## config.mk

```make
export PLATFORM = sky130hd
export DESIGN_NAME = if_prefetch_buffer
export DESIGN_NICKNAME = d
export VERILOG_FILES = /design/src/rtl/if_prefetch_buffer_pkg.sv /design/src/rtl/fetch_fifo.sv /design/src/rtl/if_prefetch_buffer.sv
export SDC_FILE = /design/constraint.sdc
export NUM_CORES = 1
export LEC_CHECK = 0
export BUFFER_PORTS_ARGS = -buffer_cell sky130_fd_sc_hd__buf_2
export CORE_MARGIN = 3
export CORE_UTILIZATION = 30
export CTS_CLUSTER_DIAMETER = 50
export DETAILED_ROUTE_END_ITERATION = 12
export PLACE_DENSITY = 0.49
export RECOVER_POWER = 50
export SETUP_SLACK_MARGIN = 0.5
export SYNTH_ARGS = -nofsm -noshare
export SYNTH_HDL_FRONTEND = slang
export SYNTH_HIERARCHICAL = 1
export SYNTH_SLANG_ARGS = --single-unit
```

## constraint.sdc

```tcl
create_clock -name clk -period 9.2 [get_ports clk]
set_input_delay 0.46 -clock clk [delete_from_list [all_inputs] [get_ports clk]]
set_output_delay 0.46 -clock clk [all_outputs]
set_load 0.03 [all_outputs]
```

## src/rtl/if_prefetch_buffer_pkg.sv

```systemverilog
// Shared constants for the instruction prefetch buffer: decode NOP, PC step and sizing helper.
package if_prefetch_buffer_pkg;

  localparam logic [31:0] NOP_INSTR = 32'h00000013;
  localparam int          PC_STEP   = 4;

  function automatic int cnt_width(input int depth);
    return $clog2(depth + 1);
  endfunction

endpackage

```

## src/rtl/fetch_fifo.sv

```systemverilog
// DEPTH-entry {pc, instr} circular buffer with push, pop and flush; head entry visible combinationally.
module fetch_fifo
  import if_prefetch_buffer_pkg::*;
#(
  parameter int BUS_WIDTH   = 64,
  parameter int INSTR_WIDTH = 32,
  parameter int DEPTH       = 4,
  localparam int PTR_W      = $clog2(DEPTH),
  localparam int CNT_W      = cnt_width(DEPTH)
) (
  input  logic                   clk,
  input  logic                   rst,
  input  logic                   flush,
  input  logic                   push,
  input  logic [BUS_WIDTH-1:0]   push_pc,
  input  logic [INSTR_WIDTH-1:0] push_instr,
  input  logic                   pop,
  output logic [CNT_W-1:0]       count,
  output logic                   empty,
  output logic [BUS_WIDTH-1:0]   head_pc,
  output logic [INSTR_WIDTH-1:0] head_instr
);

  logic [BUS_WIDTH-1:0]   pc_mem    [DEPTH];
  logic [INSTR_WIDTH-1:0] instr_mem [DEPTH];
  logic [PTR_W-1:0]       rd_ptr;
  logic [PTR_W-1:0]       wr_ptr;
  logic                   do_push;
  logic                   do_pop;
  logic                   full;

  assign empty   = (count == '0);
  assign full    = (count == CNT_W'(DEPTH));
  assign do_push = push & ~flush;
  assign do_pop  = pop & ~flush & ~empty;

  // Flush dominates; pointers wrap naturally because DEPTH is a power of two.
  always_ff @(posedge clk or posedge rst) begin
    if (rst) begin
      rd_ptr <= '0;
      wr_ptr <= '0;
      count  <= '0;
    end else if (flush) begin
      rd_ptr <= '0;
      wr_ptr <= '0;
      count  <= '0;
    end else begin
      if (do_push) wr_ptr <= wr_ptr + PTR_W'(1);
      if (do_pop)  rd_ptr <= rd_ptr + PTR_W'(1);
      case ({do_push, do_pop})
        2'b10:   count <= count + CNT_W'(1);
        2'b01:   count <= count - CNT_W'(1);
        default: count <= count;
      endcase
    end
  end

  always_ff @(posedge clk) begin
    if (do_push) begin
      pc_mem[wr_ptr]    <= push_pc;
      instr_mem[wr_ptr] <= push_instr;
    end
  end

  assign head_pc    = pc_mem[rd_ptr];
  assign head_instr = instr_mem[rd_ptr];

  no_push_when_full: assert property (@(posedge clk) disable iff (rst) !(do_push && full));

endmodule

```

## src/rtl/if_prefetch_buffer.sv

```systemverilog
// Instruction prefetch queue between imem and IF/ID: credit-based sequential fetch, redirect flush.
// Optional PREFETCH_BYPASS_EN forwards a response straight to out_* when the queue is empty.
module if_prefetch_buffer
  import if_prefetch_buffer_pkg::*;
#(
  parameter int                   BUS_WIDTH     = 64,
  parameter int                   INSTR_WIDTH   = 32,
  parameter int                   INSTR_MEM_LEN = 15,
  parameter int                   DEPTH         = 4,
  parameter logic [BUS_WIDTH-1:0] RESET_PC      = '0
) (
  input  logic                     clk,
  input  logic                     rst,
  input  logic                     stall,
  input  logic                     redirect,
  input  logic [BUS_WIDTH-1:0]     redirect_pc,
  output logic                     imem_req,
  output logic [INSTR_MEM_LEN-1:0] imem_addr,
  input  logic [INSTR_WIDTH-1:0]   imem_rdata,
  output logic                     out_valid,
  output logic [BUS_WIDTH-1:0]     out_pc,
  output logic [INSTR_WIDTH-1:0]   out_instr
);

  localparam int CNT_W = cnt_width(DEPTH);
  localparam int INF_W = CNT_W + 1;

  logic [BUS_WIDTH-1:0]   fetch_pc;
  logic [BUS_WIDTH-1:0]   resp_pc_p1;
  logic                   resp_vld_p1;
  logic [BUS_WIDTH-1:0]   last_pc;
  logic [CNT_W-1:0]       count;
  logic                   fifo_empty;
  logic [BUS_WIDTH-1:0]   head_pc;
  logic [INSTR_WIDTH-1:0] head_instr;
  logic                   live_resp;
  logic                   bypass;
  logic                   pop;
  logic                   fifo_push;
  logic                   fifo_pop;
  logic [INF_W-1:0]       inflight;

  assign live_resp = resp_vld_p1 & ~redirect;

`ifdef PREFETCH_BYPASS_EN
  assign bypass = fifo_empty & live_resp;
`else
  assign bypass = 1'b0;
`endif

  assign out_valid = ~fifo_empty | bypass;
  assign pop       = out_valid & ~stall & ~redirect;
  assign fifo_push = live_resp & ~(bypass & pop);
  assign fifo_pop  = pop & ~bypass;

  // Entries held plus the one in flight, less this cycle's pop, must leave room for a new request.
  assign inflight = INF_W'(count) + INF_W'(resp_vld_p1) - INF_W'(pop);
  assign imem_req = ~rst & ~redirect & (inflight < INF_W'(DEPTH));
  assign imem_addr = fetch_pc[INSTR_MEM_LEN+1:2];

  assign out_pc    = ~fifo_empty ? head_pc    : (bypass ? resp_pc_p1 : last_pc);
  assign out_instr = ~fifo_empty ? head_instr : (bypass ? imem_rdata : INSTR_WIDTH'(NOP_INSTR));

  // Stage p0 -> p1: request issued, response expected next cycle
  always_ff @(posedge clk or posedge rst) begin
    if (rst) begin
      fetch_pc    <= RESET_PC;
      resp_vld_p1 <= 1'b0;
      resp_pc_p1  <= '0;
      last_pc     <= '0;
    end else begin
      if (redirect)      fetch_pc <= redirect_pc & ~BUS_WIDTH'(3);
      else if (imem_req) fetch_pc <= fetch_pc + BUS_WIDTH'(PC_STEP);
      resp_vld_p1 <= imem_req;
      if (imem_req)  resp_pc_p1 <= fetch_pc;
      if (out_valid) last_pc    <= out_pc;
    end
  end

  fetch_fifo #(
    .BUS_WIDTH  (BUS_WIDTH),
    .INSTR_WIDTH(INSTR_WIDTH),
    .DEPTH      (DEPTH)
  ) u_fifo (
    .clk       (clk),
    .rst       (rst),
    .flush     (redirect),
    .push      (fifo_push),
    .push_pc   (resp_pc_p1),
    .push_instr(imem_rdata),
    .pop       (fifo_pop),
    .count     (count),
    .empty     (fifo_empty),
    .head_pc   (head_pc),
    .head_instr(head_instr)
  );

endmodule

```

==> flow_summary_export.csv <==
group,metric,value,unit
drt,wirelength,61100,µm
final_layout,final_nets,1799,
floorplan,die_x,292,µm
power,ir_worst_vdd,131,µV
power,p_seq_share,44.9,%
logic_synthesis,synth_edf_count,384,
final_layout,design_area,29100,µm²
clock_network,insertion_delay,0.61,ns
floorplan,io-pin-count,213,
power,power_frac_comb,15.4,%
final_layout,drive_gt1_share,35.2,%
worst_setup_path,slowest_stage,"clkbuf_1",
drt,drc,0,
power,swShare,27.8,%
worst_setup_path,crit_path_max_incr_delay,3.03,ns
global_route,grt-ovfl-total,0,
worst_setup_path,crit_buf_inv,2,
drt,vias_per_cell,4.96,
logic_synthesis,ys_ff_latch,580,
worst_setup_path,start_kind,"flip-flop",
clock_network,cts_buffer_depth,3,
sta,fin_crit,7.28,ns
global_route,grt_util_all_layers,14.3,%
drt,vias,14000,
clock_network,cts_tree,"done",
power,p_per_area,255,nW/µm²
clock_network,post_cts_buffers,0,
power,p_sw,2060,µW
floorplan,die_h,292,µm
logic_synthesis,synthesis.area,24600,µm²
logic_synthesis,yosysSeqAreaShare,66.9,%
flow_run,drv_cap,6,
power,finalPower,7400,µW
logic_synthesis,synth_warnings,6,
floorplan,die_area,85400,µm²
logic_synthesis,async_flop_share,33.8,%
drt,dr.first_iter.drc_count,753,
sta,whs,0.0768,ns
worst_setup_path,end_kind,"output port",
clock_network,clkSlewWorstSetupHoldPaths,0.05,ns
worst_setup_path,crit_family,"buffers and inverters",
global_route,grt_pass1_wl,92400,µm
sta,final_max_slew_viol_count,275,
logic_synthesis,synth-simple-area-share,8.13,%
power,p_leak,0.0100,µW
sta,relSlewSlack,-179,%
logic_synthesis,yosys.area_share.xor_xnor,0.356,%
logic_synthesis,syn_inst,1473,
clock_network,ctsResizeCount,0,
logic_synthesis,synth_flop_cell,"edfxtp_1",
sta,post-route-period-util,79.1,%
drt,dr.pass1.iters,5,
floorplan,rows,104,
logic_synthesis,synth_adder_area_share,0.489,%
global_route,antenna_found_initial,4,
clock_network,htreeDepth,3,
logic_synthesis,muxShareOfSynthArea,17.6,%
worst_setup_path,cp.arrival,6.82,ns
clock_network,cts_hold_buffers,1,
sta,clock.fmax,0.137,GHz
placed_design,placed_area,26600,µm²
status,outcome,"finished with violations",
clock_network,numCtsBuffers,77,
placed_design,dp_hpwl,37600,µm
global_route,grt_max_degree,164,
power,p_clk_share,39.7,%
global_route,grt_pass1_vias,14500,
logic_synthesis,synth_top_family_by_area,"multiplexers",
clock_network,clkSinkCount,580,
clock_network,cts_root_buffer,"clkbuf_16",
worst_hold_path,hold_path.class,"in2reg",
placed_design,io_buffer_count,210,
placed_design,place.gp.congestion,0.787,
floorplan,coreArea,80800,µm²
drt,wl_per_cell,21.7,µm
worst_setup_path,cp_max_fo,61,
sta,finalSetupViolations,0,
worst_setup_path,critical_path.cell_chain,"clkbuf_1, mux4_2, mux2_2, buf_2",
worst_setup_path,worstPathRequired,8.74,ns
power,p_int,5350,µW
sta,hold_violations,0,
worst_setup_path,worstSetupPathType,"reg2out",
sta,worst_pin_slew,4.18,ns
sta,fin_setup_tns,0,ns
sta,skew,0.0264,ns
drt,antenna_left,0,
logic_synthesis,ys_types,77,
status,violations,"max-capacitance violations, max-slew violations",
logic_synthesis,synth-compound-area-share,3.85,%
final_layout,nFillCells,7669,
final_layout,area_growth,18.2,%
logic_synthesis,syn_avg_cell_area,16.7,µm²
sta,rsz0062_at_grt,"no",
floorplan,initial_utilization,30.4,%
-- worst reg2reg max path: cells and delay by family, from the launching register on --
| family | cells | cell delay, ns |
|---|---|---|
| buf+inv | 1 | 3.09 |
| flops | 1 | 1.83 |
| mux | 2 | 1.10 |
-- cells in the mapped netlist, types with 19 or more instances --
cell | number | area share, %
edfxtp_1 | 384 | 47
dfrtp_1 | 196 | 20
mux2_2 | 190 | 8.7
mux4_2 | 96 | 8.8
nor2_1 | 63 | 0.96
nand3_1 | 43 | 0.88
a31oi_1 | 41 | 1.0
clkbuf_1 | 37 | 0.57
nor2b_1 | 37 | 0.94
nand2_1 | 31 | 0.47
nand4_1 | 29 | 0.74
inv_1 | 26 | 0.40
or4_1 | 25 | 0.76
o21ai_0 | 23 | 0.47
o31ai_1 | 22 | 0.67
buf_4 | 19 | 0.58
-- final cells by class --
class | count | area (µm²) | area share (%)
sequential | 580 | 16400 | 56.6
inverter | 27 | 109 | 0.375
multi-input combinational | 778 | 7520 | 25.9
tap | 1060 | 1330 | 4.56
clock inverter | 46 | 448 | 1.54
timing repair buffer | 226 | 1110 | 3.82
antenna | 3 | 7.51 | 0.0258
clock buffer | 98 | 2100 | 7.23
-- routing by layer --
| layer | vias to the layer above | wire [µm] | track usage (%) |
|---|---|---|---|
| met5 | - | 13 | 0 |
| met4 | 2 | 1140 | 3.90 |
| met3 | 85 | 2680 | 2.84 |
| met2 | 308 | 30000 | 23.8 |
| met1 | 7277 | 27300 | 19.2 |
| li1 | 6297 | - | - |
-- cell families (layout without fill, tap and decap cells) --
kind of cell,count (synthesis),count (layout)
AO/OA/AOI/OAI,133,133
XOR/XNOR,10,10
adder cells (fa/ha/maj),9,9
buffers and inverters,122,397
flip-flops,580,580
multiplexers,288,288
other,1,11
AND/OR/NAND/NOR,330,330
-- power by group through the flow --
stage               Sequential [µW]  Combinational [µW]  Clock [µW]
floorplan                      3290                 864           0
global placement               3350                1150           0
detailed placement             3380                1160           0
CTS                            3330                1170        3030
global route                   3370                1230        3140
finish                         3320                1140        2940
-- flip-flops by register name, summed over array words and instances, names as in the netlist --
| signal | count |
|---|---|
| u_fifo/pc_mem | 256 |
| u_fifo/wr_ptr | 2 |
| u_fifo/instr_mem | 128 |
| resp_vld_p1 | 1 |
| u_fifo/rd_ptr | 2 |
| fetch_pc | 62 |
| u_fifo/count | 3 |
| last_pc | 64 |
| resp_pc_p1 | 62 |
-- through the flow --
stage / util (%) / setup slack [ns] / std cells
detailed placement: 32.9 / 3.74 / 2670
floorplan: - / 2.96 / 1480
global placement: 32.9 / 3.85 / 2670
CTS: 36.1 / 3.11 / 2815
finish: 36.0 / 1.92 / 2818
global route: 35.9 / 1.48 / 2815
-- final timing paths --
check / from / endpoint / slack (ns) / cells after the start
worst max-delay path: u_fifo/rd_ptr[1] / out_pc[60] / 1.92 / 4
worst min-delay path: redirect_pc[10] / fetch_pc[10] / 0.08 / 3
worst max register to register: u_fifo/rd_ptr[1] / last_pc[60] / 3.12 / 3
worst min register to register: last_pc[19] / last_pc[19] / 0.50 / 1
max in group asynchronous: rst / last_pc[36] / 3.74 / 4
min in group asynchronous: rst / u_fifo/count[0] / 0.66 / 3
-- cell usage in the layout (no fill, tap or decap), drive strengths merged, types with 4 or more instances in the layout --
cell      instances
clkinv           22
xnor2             8
nand2            31
inv              41
nor3             18
or4              26
o21a              4
and3              7
a311oi            4
nor2             64
and2              5
bufinv            5
a22oi             5
o41ai             9
edfxtp          384
or2               6
conb              8
nand3            44
a21oi             4
ha                8
nand4            34
buf             173
nor4             13
o21ai            23
clkbuf          150
and4             12
a31oi            41
o311ai            4
mux2            190
clkinvlp          5
mux4             96
nand4b            9
or3              12
o31ai            23
nor2b            37
dfrtp           196
No activity file was read; power rests on OpenSTA's default activity.
